### src/rtl/channel_4_noise_voice_pkg.sv
// Shared constants and helpers for the channel-4 noise voice.
package channel_4_pkg;

  localparam int LFSR_W      = 15;
  localparam int ACC_W       = 32;
  localparam int ENV_W       = 9;
  localparam int SAMPLE_W    = 10;
  localparam int LONG_TAP_C  = 1;
  localparam int SHORT_TAP_C = 6;

  localparam logic [LFSR_W-1:0] DEFAULT_SEED = 15'h0001;

  typedef enum logic {
    MODE_LONG  = 1'b0,
    MODE_SHORT = 1'b1
  } lfsr_mode_e;

  // Zero-extend the envelope and optionally negate it (two's complement).
  // An envelope of zero yields zero in both polarities.
  function automatic logic [SAMPLE_W-1:0] signed_env(
    input logic [ENV_W-1:0] env,
    input logic             neg
  );
    logic [SAMPLE_W-1:0] ext;
    ext = {1'b0, env};
    if (neg) begin
      signed_env = 10'd0 - ext;
    end else begin
      signed_env = ext;
    end
  endfunction

endpackage

### src/rtl/channel_4_noise_voice_if.sv
// Sequencer-to-noise-voice link: strobe, phase delta, envelope, mode in;
// sample, sample valid and LFSR state out.
interface channel_4_noise_voice_if;
  import channel_4_pkg::*;

  logic                  i_sample_stb;
  logic [ACC_W-1:0]      i_phase_delta;
  logic [ENV_W-1:0]      i_envelope;
  logic                  i_short_mode;
  logic [SAMPLE_W-1:0]   o_sample;
  logic                  o_sample_valid;
  logic [LFSR_W-1:0]     o_lfsr;

  modport master (
    output i_sample_stb, i_phase_delta, i_envelope, i_short_mode,
    input  o_sample, o_sample_valid, o_lfsr
  );

  modport slave (
    input  i_sample_stb, i_phase_delta, i_envelope, i_short_mode,
    output o_sample, o_sample_valid, o_lfsr
  );

endinterface

### src/rtl/channel_4_noise_voice_lfsr.sv
// 15-bit NES-style noise LFSR: shifts right, feedback = bit0 ^ bit[tap],
// tap selected per step by the long/short mode.
module noise_lfsr
  import channel_4_pkg::*;
#(
  parameter logic [LFSR_W-1:0] SEED      = DEFAULT_SEED,
  parameter int                LONG_TAP  = LONG_TAP_C,
  parameter int                SHORT_TAP = SHORT_TAP_C
) (
  input  logic              i_clk,
  input  logic              i_rst,
  input  logic              i_step,
  input  lfsr_mode_e        i_mode,
  output logic [LFSR_W-1:0] o_state
);

  logic [LFSR_W-1:0] r_state;
  logic              w_fb;
  logic [LFSR_W-1:0] w_next;

  // Feedback bit and next state; holds when no step is requested.
  always_comb begin
    w_fb   = 1'b0;
    w_next = r_state;
    case (i_mode)
      MODE_SHORT: w_fb = r_state[0] ^ r_state[SHORT_TAP];
      MODE_LONG:  w_fb = r_state[0] ^ r_state[LONG_TAP];
      default:    w_fb = r_state[0] ^ r_state[LONG_TAP];
    endcase
    if (i_step) begin
      w_next = {w_fb, r_state[LFSR_W-1:1]};
    end else begin
      w_next = r_state;
    end
  end

  // State register, loaded with the seed on reset.
  always_ff @(posedge i_clk or posedge i_rst) begin
    if (i_rst) begin
      r_state <= SEED;
    end else begin
      r_state <= w_next;
    end
  end

  assign o_state = r_state;

endmodule

### src/rtl/channel_4_noise_voice.sv
// Channel-4 noise voice: phase accumulator carries clock the noise LFSR,
// whose low bit picks +envelope or -envelope for each sample strobe.
// The output register samples the post-step LFSR bit directly (the new
// bit0 is old bit1 when stepping), so the sample lands two cycles after
// the strobe, alongside the updated LFSR state.
module channel_4_noise_voice
  import channel_4_pkg::*;
#(
  parameter logic [LFSR_W-1:0] SEED      = DEFAULT_SEED,
  parameter int                LONG_TAP  = LONG_TAP_C,
  parameter int                SHORT_TAP = SHORT_TAP_C
) (
  input  logic                    i_clk,
  input  logic                    i_rst,
  channel_4_noise_voice_if.slave  io_bus
);

  logic [ACC_W-1:0]    r_acc;
  logic                r_s0_valid;
  logic                r_s0_carry;
  logic [ENV_W-1:0]    r_s0_env;
  lfsr_mode_e          r_s0_mode;
  logic                r_s0_zero;
  logic [SAMPLE_W-1:0] r_sample;
  logic                r_sample_valid;

  logic [ACC_W:0]      w_sum;
  logic                w_step;
  logic                w_new_bit0;
  logic [LFSR_W-1:0]   w_lfsr;
  logic [SAMPLE_W-1:0] w_sample_next;

  assign w_sum  = {1'b0, r_acc} + {1'b0, io_bus.i_phase_delta};
  assign w_step = r_s0_valid & r_s0_carry;

  // Stage 0: advance the accumulator and capture this strobe's inputs.
  always_ff @(posedge i_clk or posedge i_rst) begin
    if (i_rst) begin
      r_acc      <= 32'h0000_0000;
      r_s0_valid <= 1'b0;
      r_s0_carry <= 1'b0;
      r_s0_env   <= 9'd0;
      r_s0_mode  <= MODE_LONG;
      r_s0_zero  <= 1'b0;
    end else begin
      r_s0_valid <= io_bus.i_sample_stb;
      if (io_bus.i_sample_stb) begin
        r_acc      <= w_sum[ACC_W-1:0];
        r_s0_carry <= w_sum[ACC_W];
        r_s0_env   <= io_bus.i_envelope;
        r_s0_mode  <= lfsr_mode_e'(io_bus.i_short_mode);
        r_s0_zero  <= (io_bus.i_phase_delta == 32'h0000_0000);
      end
    end
  end

  noise_lfsr #(
    .SEED      (SEED),
    .LONG_TAP  (LONG_TAP),
    .SHORT_TAP (SHORT_TAP)
  ) u_lfsr (
    .i_clk   (i_clk),
    .i_rst   (i_rst),
    .i_step  (w_step),
    .i_mode  (r_s0_mode),
    .o_state (w_lfsr)
  );

  // Sign/gate: silence on zero delta, else the post-step LFSR bit picks the sign.
  always_comb begin
    w_new_bit0    = w_lfsr[0];
    w_sample_next = 10'd0;
    if (w_step) begin
      w_new_bit0 = w_lfsr[1];
    end else begin
      w_new_bit0 = w_lfsr[0];
    end
    if (r_s0_zero) begin
      w_sample_next = 10'd0;
    end else begin
      w_sample_next = signed_env(r_s0_env, w_new_bit0);
    end
  end

  // Output register: sample updates only on a valid pipeline slot, else holds.
  always_ff @(posedge i_clk or posedge i_rst) begin
    if (i_rst) begin
      r_sample       <= 10'd0;
      r_sample_valid <= 1'b0;
    end else begin
      r_sample_valid <= r_s0_valid;
      if (r_s0_valid) begin
        r_sample <= w_sample_next;
      end
    end
  end

  assign io_bus.o_sample       = r_sample;
  assign io_bus.o_sample_valid = r_sample_valid;
  assign io_bus.o_lfsr         = w_lfsr;

endmodule

### src/flat_wrapper.sv
// flat-port wrapper written by rule: the top's interface ports become plain ports
module channel_4_noise_voice_flat import channel_4_pkg::*;
#(
  parameter logic [LFSR_W-1:0] SEED      = DEFAULT_SEED,
  parameter int                LONG_TAP  = LONG_TAP_C,
  parameter int                SHORT_TAP = SHORT_TAP_C
)
  (i_clk, i_rst, io_bus_i_sample_stb, io_bus_i_phase_delta, io_bus_i_envelope, io_bus_i_short_mode, io_bus_o_sample, io_bus_o_sample_valid, io_bus_o_lfsr);
  channel_4_noise_voice_if io_bus_i ();
  input  logic i_clk;
  input  logic i_rst;
  input wire logic [$bits(io_bus_i.i_sample_stb)-1:0] io_bus_i_sample_stb;
  input wire logic [$bits(io_bus_i.i_phase_delta)-1:0] io_bus_i_phase_delta;
  input wire logic [$bits(io_bus_i.i_envelope)-1:0] io_bus_i_envelope;
  input wire logic [$bits(io_bus_i.i_short_mode)-1:0] io_bus_i_short_mode;
  output wire logic [$bits(io_bus_i.o_sample)-1:0] io_bus_o_sample;
  output wire logic [$bits(io_bus_i.o_sample_valid)-1:0] io_bus_o_sample_valid;
  output wire logic [$bits(io_bus_i.o_lfsr)-1:0] io_bus_o_lfsr;
  assign io_bus_i.i_sample_stb = io_bus_i_sample_stb;
  assign io_bus_i.i_phase_delta = io_bus_i_phase_delta;
  assign io_bus_i.i_envelope = io_bus_i_envelope;
  assign io_bus_i.i_short_mode = io_bus_i_short_mode;
  assign io_bus_o_sample = io_bus_i.o_sample;
  assign io_bus_o_sample_valid = io_bus_i.o_sample_valid;
  assign io_bus_o_lfsr = io_bus_i.o_lfsr;
  channel_4_noise_voice #(.SEED(SEED), .LONG_TAP(LONG_TAP), .SHORT_TAP(SHORT_TAP)) u_core (.i_clk(i_clk), .i_rst(i_rst), .io_bus(io_bus_i));
endmodule
### config.mk
export PLATFORM = sky130hd
export DESIGN_NAME = channel_4_noise_voice_flat
export DESIGN_NICKNAME = d
export VERILOG_FILES = /design/src/rtl/channel_4_noise_voice_pkg.sv /design/src/rtl/channel_4_noise_voice_if.sv /design/src/rtl/channel_4_noise_voice_lfsr.sv /design/src/rtl/channel_4_noise_voice.sv /design/src/flat_wrapper.sv
export SDC_FILE = /design/constraint.sdc
export NUM_CORES = 1
export LEC_CHECK = 0
export ABC_AREA = 1
export CAP_MARGIN = 25
export CORE_ASPECT_RATIO = 1.25
export CORE_MARGIN = 1
export CORE_UTILIZATION = 56
export DETAILED_ROUTE_END_ITERATION = 7
export GPL_ROUTABILITY_DRIVEN = 0
export PLACE_DENSITY = 0.78
export SETUP_SLACK_MARGIN = 0.05
export SYNTH_ARGS = -nofsm -noshare
export SYNTH_HDL_FRONTEND = slang
export SYNTH_SLANG_ARGS = --single-unit
export TNS_END_PERCENT = 100
### constraint.sdc
create_clock -name i_clk -period 3.6 [get_ports i_clk]
set_input_delay 1.08 -clock i_clk [delete_from_list [all_inputs] [get_ports i_clk]]
set_output_delay 1.08 -clock i_clk [all_outputs]
set_load 0.03 [all_outputs]
==> flow_metrics.py, run 1 <==
metrics = {
    "global_route": {
        "grt_first_pass_wirelength_um": 22930,
        "grt_pass1_vias": 5073,
        "grt.overflow.total": 0,
        "grtUsageTotal": 0.3097,
        "grt_start_max_net_pins": 49,
        "antenna_found_initial": 0,
    },
    "placement": {
        "hpwl_um": 10640,
        "dpl_cell_area_um2": 6070,
        "placed_cells": 969,
        "portBuffers": 70,
    },
    "status": {
        "status": "finished clean",
    },
    "sta": {
        "timing.slew.headroom": 0.6066,
        "fin_crit_sh": 0.7972,
        "max_slew.worst_pin.slew_ps": 584.7,
        "clock_skew_ps": 5.098,
        "hold_viol": 0,
        "setup_viol": 0,
        "fmax_ghz": 0.3484,
        "maxSlewViolCount": 0,
        "final.setup.tns_ps": 0,
        "rsz0062_at_grt": "false",
        "fin_crit_ps": 2870,
    },
    "synth": {
        "synth-seq-area-share": 0.3389,
        "syn-cell-area_um2": 5246,
        "syn-num-nets": 862,
        "netlist_instances": 783,
        "yosysUniqueCellTypes": 31,
        "syn_area_per_cell_um2": 6.700,
        "synth_largest_area_cell": "dfrtp_1",
        "yosys-top-cells-area": "dfrtp_1 (33%), nand2_1 (22%), inv_1 (9.0%)",
        "synth_top_area_frac": 0.3339,
        "synth-seq-cells": 71,
        "yosys_warnings": 0,
    },
    "pwr": {
        "power_uw": 5415,
        "p_sw_frac": 0.4715,
        "p_int_uw": 2862,
        "switchingPower_uw": 2553,
        "p_leak_uw": 0.003458,
        "power_frac_clock": 0.172,
        "ir_drop_mv": 0.3628,
        "p_per_area_nw_per_um2": 849.1,
        "power_frac_comb": 0.578,
        "pwr-share-seq": 0.250,
    },
    "die": {
        "die_h_um": 110.2,
        "dieArea_um2": 9762,
        "die_w_um": 88.57,
        "fp.coreArea_um2": 9125,
        "row_count": 39,
        "io-pin-count": 71,
        "start_util": 0.5749,
    },
    "clock_tree": {
        "cts_tree": "yes",
        "clock-root-buffer": "clkbuf_16",
        "path_clk_slew_ps": 60,
        "ctsHoldBuffers": 0,
        "ctsResizeCount": 0,
        "cts_htree_levels": 3,
        "clockBufferDepth": 2,
        "post_cts_buffers": 0,
        "clock-sinks": 71,
        "cts_made_buffers": 9,
        "clock_latency_ps": 340,
    },
    "critical_path": {
        "cp_slowest_stage_delay_ps": 470,
        "crit_path_end_kind": "flip-flop",
        "startpoint": "io_bus_i_phase_delta[7]",
        "rr_startpoint": "u_core.r_acc[8]",
        "path_cells": "clkdlybuf4s50_1 -> ha_1 -> nand2_1 -> nor2_1 -> nand3_1 -> nand3_1 -> nand3_1 -> nand2_1 -> nand2_1 -> nand3_1 -> nand2_1",
        "worst-setup-path-type": "input port to flip-flop",
        "worstPathRequired_ps": 3830,
        "crit_path_top_delay_cell": "clkdlybuf4s50_1",
        "cp_num_buf_inv": 1,
        "critPathLaunchType": "input port",
        "critical_path_peak_fanout": 4,
        "worst-endpoint-arrival_ps": 3100,
        "cp_top_family": "simple AND/OR/NAND/NOR gates",
    },
    "route": {
        "vias": 5164,
        "drt_first_pass_iters": 5,
        "wirelength_um": 14100,
        "wl_per_cell_um": 14.32,
        "avgViaCountPerCell": 5.243,
        "drc": 0,
        "ant_nets": 0,
        "drt_iter0_markers": 248,
    },
    "cells_and_area": {
        "layout.cells.non_filler": 985,
        "drive_above_1_share": 0.05800,
        "n_antenna_cell": 0,
        "utilization": 0.6989,
        "final_net_count": 936,
        "design_area_um2": 6377,
        "synthToLayoutAreaGrowth_pct": 21.56,
    },
    "min_path": {
        "min-delay-start": "u_core.r_s0_valid",
        "hp-class": "flip-flop to flip-flop",
    },
    "job": {
        "cap_viol_max_count": 0,
    },
}
==> sequential cells by signal, indices dropped and copies added, names as in the netlist <==
name,cells
u_core.u_lfsr.o_state,15
u_core.r_s0_valid,1
u_core.r_s0_zero,1
u_core.io_bus.o_sample,10
u_core.r_s0_env,9
u_core.r_s0_mode,1
u_core.io_bus.o_sample_valid,1
u_core.r_acc,32
u_core.r_s0_carry,1
==> worst paths after layout <==
kind                                                      to  slack, ps  cells after the start
worst max-delay path                        u_core.r_acc[18]        730                     11
worst min-delay path            u_core.io_bus.o_sample_valid        430                      0
worst max register to register              u_core.r_acc[18]       1540                     10
worst min register to register  u_core.io_bus.o_sample_valid        430                      0
max in group asynchronous           u_core.u_lfsr.o_state[0]       1810                      3
min in group asynchronous           u_core.u_lfsr.o_state[2]       1070                      2
==> cells by family after synthesis <==
family	after synthesis	share of synthesized area
DFF	71	0.3389
and+or+nand+nor	442	0.3501
xor gates and xnor gates	18	0.03005
AOI/OAI and AO/OA	67	0.06702
adders and majority gates	34	0.08252
buffers and inverters	139	0.1057
muxes	12	0.02576
==> area by class of cell <==
class	count	area, um^2
clock buffer	10	239.0
clock inverter	6	68.82
sequential	71	1778
multi-input combinational	573	2914
fill	801	2748
tap	123	153.9
timing repair buffer	74	743.2
inverter	128	480.5
==> cells in the mapped netlist <==
| cell | number |
|---|---|
| mux2_2 | 12 |
| a21oi_1 | 25 |
| inv_2 | 2 |
| nor2_1 | 47 |
| nand3_1 | 48 |
| nand3_2 | 4 |
| nor4_1 | 9 |
| dfrtp_1 | 70 |
| xor2_1 | 5 |
| o31ai_1 | 1 |
| or2_1 | 1 |
| nand2_1 | 306 |
| clkbuf_8 | 3 |
| nor2_2 | 2 |
| o21bai_1 | 3 |
| nor3_1 | 8 |
| nand3b_1 | 4 |
| o21ai_1 | 6 |
| inv_1 | 126 |
| o21ai_2 | 1 |
| buf_2 | 2 |
| dfstp_2 | 1 |
| xnor2_1 | 13 |
| a21o_1 | 1 |
| fa_1 | 1 |
| nor2_4 | 1 |
| clkbuf_1 | 6 |
| nand4_1 | 6 |
| nand2_2 | 6 |
| o21ai_0 | 30 |
| ha_1 | 33 |
==> worst register-to-register path, cell delays in order, from the launching register on <==
cell and delay [ps]:
dfrtp_1 430, ha_1 380, nand2_1 140, nor2_1 200
nand3_1 130, nand3_1 250, nand3_1 160, nand2_1 80
nand2_1 50, nand3_1 80, nand2_1 60
==> layer usage <==
metal | up-vias | share of wire | wire length, um | track usage
met2 | 154 | 0.50 | 6994 | 0.5401
met1 | 2367 | 0.41 | 5838 | 0.3639
li1 | 2598 | - | - | -
met5 | - | 0 | 0 | 0
met4 | 0 | 0.040 | 559 | 0.1544
met3 | 45 | 0.050 | 710 | 0.05361
==> stage by stage <==
step / hold WS (ps) / worst slack [ps]
3_3_place_gp: 403.6 / 471.2
2_1_floorplan: 392.1 / 725.1
3_5_place_dp: 409.9 / 444.2
6_report: 429.9 / 730.1
4_1_cts: 429.8 / 789.9
5_1_grt: 437.1 / 619.0
==> power groups by stage <==
| stage | clock, uW | sequential, uW | combinational (uW) |
|---|---|---|---|
| after floorplan | 0 | 1530 | 2010 |
| after global placement | 0 | 1340 | 2970 |
| after detailed placement | 0 | 1350 | 3080 |
| after CTS | 944 | 1350 | 3100 |
| after global routing | 974 | 1380 | 3500 |
| final | 932 | 1350 | 3130 |
==> cell usage in the layout (no fill, tap or decap), types with 2 or more instances in the layout <==
master and count:
a21oi_1 25, o21bai_1 3, xnor2_1 13, nand4_1 6, dfrtp_1 70, clkbuf_16 9
inv_2 3, buf_4 3, mux2_2 12, nor4_1 9, clkdlybuf4s50_1 70, clkinv_4 2
o21ai_1 6, ha_1 33, nand3_1 48, nor2_2 2, inv_1 125, xor2_1 5
o21ai_0 30, nand3b_1 4, nand2_2 6, nor2_1 47, nor3_1 8, nand3_2 4
nand2_1 306
(Power assumes the default switching activity.)
==> inputs of run 2 (changes only) <==
--- a/config.mk
+++ b/config.mk
@@ -9,10 +9,10 @@
 export CAP_MARGIN = 25
 export CORE_ASPECT_RATIO = 1.25
 export CORE_MARGIN = 1
-export CORE_UTILIZATION = 56
+export CORE_UTILIZATION = 51
 export DETAILED_ROUTE_END_ITERATION = 7
 export GPL_ROUTABILITY_DRIVEN = 0
-export PLACE_DENSITY = 0.78
+export PLACE_DENSITY = 0.75
 export SETUP_SLACK_MARGIN = 0.05
 export SYNTH_ARGS = -nofsm -noshare
 export SYNTH_HDL_FRONTEND = slang
==> constraint.sdc (replaced) <==
create_clock -name i_clk -period 2.47 [get_ports i_clk]
set_input_delay 0.741 -clock i_clk [delete_from_list [all_inputs] [get_ports i_clk]]
set_output_delay 0.741 -clock i_clk [all_outputs]
set_load 0.03 [all_outputs]
==> run 2 against run 1 <==
- register-to-register slack worse by 970 ps
- routed wire length grew 4.2%
- combinational power is 68% higher
- first-iteration DRC count rose by 50%
- critical path depth is 1 higher
- global-route usage shrank 2.4 points
- core utilization is 0.38 points lower
- sequential power rose by 49%
- total power up 61%
- clock power is 57% higher
- clock skew rose by 3.3 ps
- largest cell class unchanged
==> flow_metrics.py, run 2 (synthesized netlist as in run 1, its figures left out) <==
metrics = {
    "critical_path": {
        "worst-endpoint-arrival_ps": 2600,
        "rr_endpoint": "u_core.r_acc[31]",
        "r2r_slack_ps": 570,
        "worstPathRequired_ps": 2690,
        "critical_path_peak_fanout": 4,
        "crit_path_end_kind": "flip-flop",
        "rr_worst_depth": 12,
        "worst-setup-path-type": "input port to flip-flop",
        "rr_startpoint": "u_core.r_acc[6]",
        "critPathLaunchType": "input port",
    },
    "route": {
        "drt_iter0_markers": 373,
        "vias": 5425,
        "avgViaCountPerCell": 5.186,
        "ant_nets": 0,
        "drc": 0,
        "wirelength_um": 14690,
        "wl_per_cell_um": 14.05,
        "drt_first_pass_iters": 8,
    },
    "min_path": {
        "hold_depth": 0,
        "hold_end": "u_core.io_bus.o_sample_valid",
        "min-delay-start": "u_core.r_s0_valid",
        "hp-class": "flip-flop to flip-flop",
    },
    "sta": {
        "max_slew.worst_pin.slew_ps": 421.1,
        "setup_ws_ps": 93.65,
        "clock_skew_ps": 8.391,
        "hold_viol": 0,
        "timing.slew.headroom": 0.7167,
        "fin_crit_sh": 0.9621,
        "fin_crit_ps": 2376,
        "maxSlewViolCount": 0,
        "hold_ws_ps": 422.4,
        "rsz0062_at_grt": "true",
        "fmax_ghz": 0.4208,
        "setup_viol": 0,
    },
    "pwr": {
        "switchingPower_uw": 3891,
        "p_leak_uw": 0.003749,
        "p_sw_frac": 0.4462,
        "pwr-share-seq": 0.230,
        "ir_drop_mv": 0.6341,
        "p_per_area_nw_per_um2": 1248,
        "power_frac_comb": 0.602,
        "power_frac_clock": 0.167,
        "p_int_uw": 4828,
    },
    "clock_tree": {
        "ctsHoldBuffers": 0,
        "clock-root-buffer": "clkbuf_16",
        "cts_htree_levels": 3,
        "post_cts_buffers": 0,
        "cts_made_buffers": 9,
        "cts_tree": "yes",
        "path_clk_slew_ps": 60,
        "clock-sinks": 71,
        "clock_latency_ps": 340,
        "clockBufferDepth": 2,
    },
    "global_route": {
        "grt.met2_usage": 0.4904,
        "grt.met1_usage": 0.3381,
        "grt_use_met3": 0.04431,
        "grt_start_max_net_pins": 72,
        "antenna_found_initial": 0,
        "grt_pass1_vias": 5289,
        "grtUsageTotal": 0.2861,
        "busiest_layer": "met2",
        "grt.overflow.total": 0,
        "grt_first_pass_wirelength_um": 23890,
    },
    "job": {
        "cap_viol_max_count": 0,
    },
    "die": {
        "row_count": 41,
        "die_w_um": 92.72,
        "io-pin-count": 71,
        "dieArea_um2": 10700,
        "start_util": 0.5218,
        "die_h_um": 115.4,
        "fp.coreArea_um2": 10050,
    },
    "placement": {
        "place_ws_ps": -228.4,
        "portBuffers": 70,
        "hpwl_um": 11010,
    },
    "cells_and_area": {
        "final_common_cell": "nand2_1",
        "layout_common_cells": "nand2_1 (305), inv_1 (125), clkdlybuf4s50_1 (70), dfrtp_1 (70), buf_4 (57)",
        "final_net_count": 991,
        "n_fill_cell": 866,
        "synthToLayoutAreaGrowth_pct": 33.22,
        "n_antenna_cell": 0,
        "drive_above_1_share": 0.1374,
        "regMostFlops": "u_core.r_acc",
        "largest_reg_flops": 32,
    },
    "status": {
        "status": "finished clean",
    },
}
==> run 2: final cells by class <==
cell class,instances,area [um^2],share of cell area
clock buffers,10,239.0,0.03419
flip-flops and latches,71,1778,0.2544
multi-input cells,573,3067,0.4388
well taps,129,161.4,0.02309
repair buffers,129,1169,0.1672
inverters,128,484.2,0.06928
clock inverters,6,91.34,0.01307
==> run 2: how the worst max path moves through the flow <==
stage,from,end,cells after the start
floorplan,io_bus_i_phase_delta[0],u_core.r_acc[28],10
global placement,io_bus_i_phase_delta[0],u_core.r_acc[24],11
detailed placement,io_bus_i_phase_delta[0],u_core.r_acc[20],11
CTS,io_bus_i_phase_delta[0],u_core.r_acc[24],12
global route,io_bus_i_phase_delta[6],u_core.r_acc[31],13
finish,io_bus_i_phase_delta[12],u_core.r_acc[31],12
==> run 2: metal layers <==
| layer | vias to the layer above | wire length (um) |
|---|---|---|
| met3 | 58 | 658 |
| met2 | 169 | 7203 |
| met5 | - | 0 |
| met1 | 2485 | 6042 |
| li1 | 2713 | - |
| met4 | 0 | 789 |
==> run 2: per-stage QoR <==
stage	power (uW)	utilization	instance area (um^2)	setup TNS [ps]	cells
after detailed placement	6979	0.6471	6506	-4129	1030
after CTS	8483	0.6799	6837	0	1046
after global placement	6825	0.6471	6506	-3076	1030
final	8719	0.6951	6989	0	1046
after global routing	9411	0.6951	6989	0	1046
after floorplan	5160	-	5250	0	783
==> run 2: power groups by stage <==
stage | combinational [uW] | clock [uW] | sequential, uW
after floorplan | 2930 | 0 | 2230
after global placement | 4860 | 0 | 1970
after detailed placement | 5000 | 0 | 1980
after CTS | 5040 | 1470 | 1970
after global routing | 5840 | 1520 | 2050
final | 5250 | 1460 | 2010
==> run 2: repair_timing <==
item,CTS,global route
hold endpoints to repair,0,0
resized for setup,0,23
setup endpoints to repair,0,16
==> run 2: critical path, cell delays in order <==
cell,delay [ps]
clkdlybuf4s50_1,570
ha_4,250
nand2_1,70
nand2_1,90
nand2_1,80
nand2_1,100
a21oi_1,180
nand2_2,140
nand2_1,150
nand3_1,80
nand3_1,90
nand2_1,50
==> inputs of run 3 (changes only) <==
--- a/config.mk
+++ b/config.mk
@@ -11,7 +11,6 @@
 export CORE_MARGIN = 1
 export CORE_UTILIZATION = 51
 export DETAILED_ROUTE_END_ITERATION = 7
-export GPL_ROUTABILITY_DRIVEN = 0
 export PLACE_DENSITY = 0.75
 export SETUP_SLACK_MARGIN = 0.05
 export SYNTH_ARGS = -nofsm -noshare
==> run 3 against run 2 <==
- final area down 1.3%
- routed wire length rose by 0.43%
- sequential power about the same
- fmax rose by 3.0%
- largest cell class unchanged
- via count shrank 0.13%
- first-iteration DRC count is 3.8% higher
- register-to-register slack improved by 50 ps
- global-route usage increased by 0.28 points
==> flow_metrics.py, run 3 (synthesized netlist as in run 1, its figures left out) <==
metrics = {
    "sta": {
        "timing.slew.headroom": 0.7338,
        "maxSlewViolCount": 0,
        "rsz0062_at_grt": "true",
        "fmax_ghz": 0.4333,
        "setup_viol": 0,
        "fin_crit_sh": 0.9344,
        "fin_crit_ps": 2308,
        "hold_ws_ps": 421.4,
        "setup_ws_ps": 162.0,
        "hold_viol": 0,
        "max_slew.worst_pin.slew_ps": 396.2,
        "clock_skew_ps": 11.68,
    },
    "min_path": {
        "min-delay-start": "u_core.r_s0_valid",
        "hold_end": "u_core.io_bus.o_sample_valid",
        "hold_depth": 0,
        "hp-class": "flip-flop to flip-flop",
    },
    "die": {
        "fp.coreArea_um2": 10050,
        "die_h_um": 115.4,
        "row_count": 41,
        "start_util": 0.5218,
        "io-pin-count": 71,
        "die_w_um": 92.72,
        "dieArea_um2": 10700,
    },
    "clock_tree": {
        "path_clk_slew_ps": 60,
        "cts_htree_levels": 3,
        "clock-root-buffer": "clkbuf_16",
        "clockBufferDepth": 2,
        "cts_made_buffers": 9,
        "clock-sinks": 71,
        "clock_latency_ps": 340,
        "post_cts_buffers": 0,
        "cts_tree": "yes",
        "ctsHoldBuffers": 0,
    },
    "pwr": {
        "power_uw": 8545,
        "p_leak_uw": 0.003723,
        "ir_drop_mv": 0.5837,
        "p_per_area_nw_per_um2": 1239,
    },
    "critical_path": {
        "rr_startpoint": "u_core.r_acc[5]",
        "worst-setup-path-type": "input port to flip-flop",
        "worst-endpoint-arrival_ps": 2570,
        "rr_worst_depth": 12,
        "worstPathRequired_ps": 2740,
        "crit_path_top_delay_cell": "clkdlybuf4s50_1",
        "cp_num_buf_inv": 1,
        "crit_path_end_kind": "flip-flop",
        "startpoint": "io_bus_i_phase_delta[0]",
        "rr_endpoint": "u_core.r_acc[31]",
        "path_cells": "clkdlybuf4s50_1 -> ha_2 -> fa_2 -> nand3_1 -> nand3_1 -> nand2_1 -> nand2_2 -> nand3_2 -> nand3_2 -> nand2_1 -> nand3_1 -> nand2_1",
        "critical_path_peak_fanout": 3,
        "cp_slowest_stage_delay_ps": 440,
        "critPathLaunchType": "input port",
        "cp_top_family": "simple AND/OR/NAND/NOR gates",
        "r2r_slack_ps": 620,
    },
    "route": {
        "ant_nets": 0,
        "wl_per_cell_um": 14.11,
        "drt_iter0_markers": 387,
        "vias": 5418,
        "drt_first_pass_iters": 5,
        "avgViaCountPerCell": 5.180,
        "drc": 0,
        "wirelength_um": 14760,
    },
    "job": {
        "cap_viol_max_count": 0,
    },
    "cells_and_area": {
        "final_net_count": 991,
        "seqCellArea_um2": 1778,
        "largest_reg_flops": 32,
        "final_common_cell": "nand2_1",
        "n_antenna_cell": 0,
        "multiInputGateArea_um2": 3015,
        "regMostFlops": "u_core.r_acc",
        "design_area_um2": 6895,
        "synthToLayoutAreaGrowth_pct": 31.43,
        "drive_above_1_share": 0.1330,
        "layout_common_cells": "nand2_1 (304), inv_1 (125), clkdlybuf4s50_1 (70), dfrtp_1 (70), buf_4 (58)",
        "n_fill_cell": 879,
        "utilization": 0.6858,
    },
    "placement": {
        "dpl_cell_area_um2": 6494,
        "place_ws_ps": -286.1,
        "hpwl_um": 11260,
        "place.gp.congestion": 1.012,
        "portBuffers": 70,
    },
    "status": {
        "status": "finished clean",
    },
    "global_route": {
        "grt_pass1_vias": 5380,
        "grt_start_max_net_pins": 72,
        "grt.overflow.total": 0,
        "grtUsageTotal": 0.2889,
        "antenna_found_initial": 0,
        "grt_first_pass_wirelength_um": 24300,
    },
}
==> run 3: cell types whose count changed in the layout (fill, tap and decap cells not counted), sizes merged <==
cell,delta
clkbuf,+1
clkinv,+1
bufinv,-1
inv,-1
==> run 3: area by class of cell <==
class	count	area share
Multi-Input combinational cell	573	0.4373
Sequential cell	71	0.2578
Timing Repair Buffer	129	0.1677
Inverter	128	0.07022
Clock buffer	11	0.03520
Tap cell	129	0.02341
Clock inverter	5	0.008347
==> run 3: timing repair <==
item | CTS | global route
pin swaps | 0 | 0
gates resized for setup | 2 | 16
endpoints found under the setup margin | 2 | 14
gates cloned | 0 | 0
==> run 3: how the worst max path moves through the flow <==
| stage | end | slack, ps | cells after the start |
|---|---|---|---|
| 3_3_place_gp | u_core.r_acc[18] | -200 | 10 |
| 2_1_floorplan | u_core.r_acc[28] | 290 | 10 |
| 3_5_place_dp | u_core.r_acc[24] | -290 | 12 |
| 4_1_cts | u_core.r_acc[24] | 80 | 12 |
| 6_report | u_core.r_acc[24] | 160 | 12 |
| 5_1_grt | u_core.r_acc[30] | 20 | 14 |
==> run 3: report_power, final <==
group | switching [uW] | total [uW] | internal, uW
clock | 528 | 1340 | 810
combinational | 2960 | 5200 | 2240
sequential | 373 | 2010 | 1640
==> run 3: per-layer routing <==
metal	routed length, um	track usage	part of all wire
met3	632	0.03770	0.043
met2	7478	0.5131	0.51
met1	6016	0.3430	0.41
met5	0	0	0
met4	629	0.1436	0.043
==> run 3: through the flow <==
stage	setup TNS [ps]	std cells
6_report	0	1046
5_1_grt	0	1046
4_1_cts	0	1046
3_5_place_dp	-4437	1030
3_3_place_gp	-3006	1030
2_1_floorplan	0	783
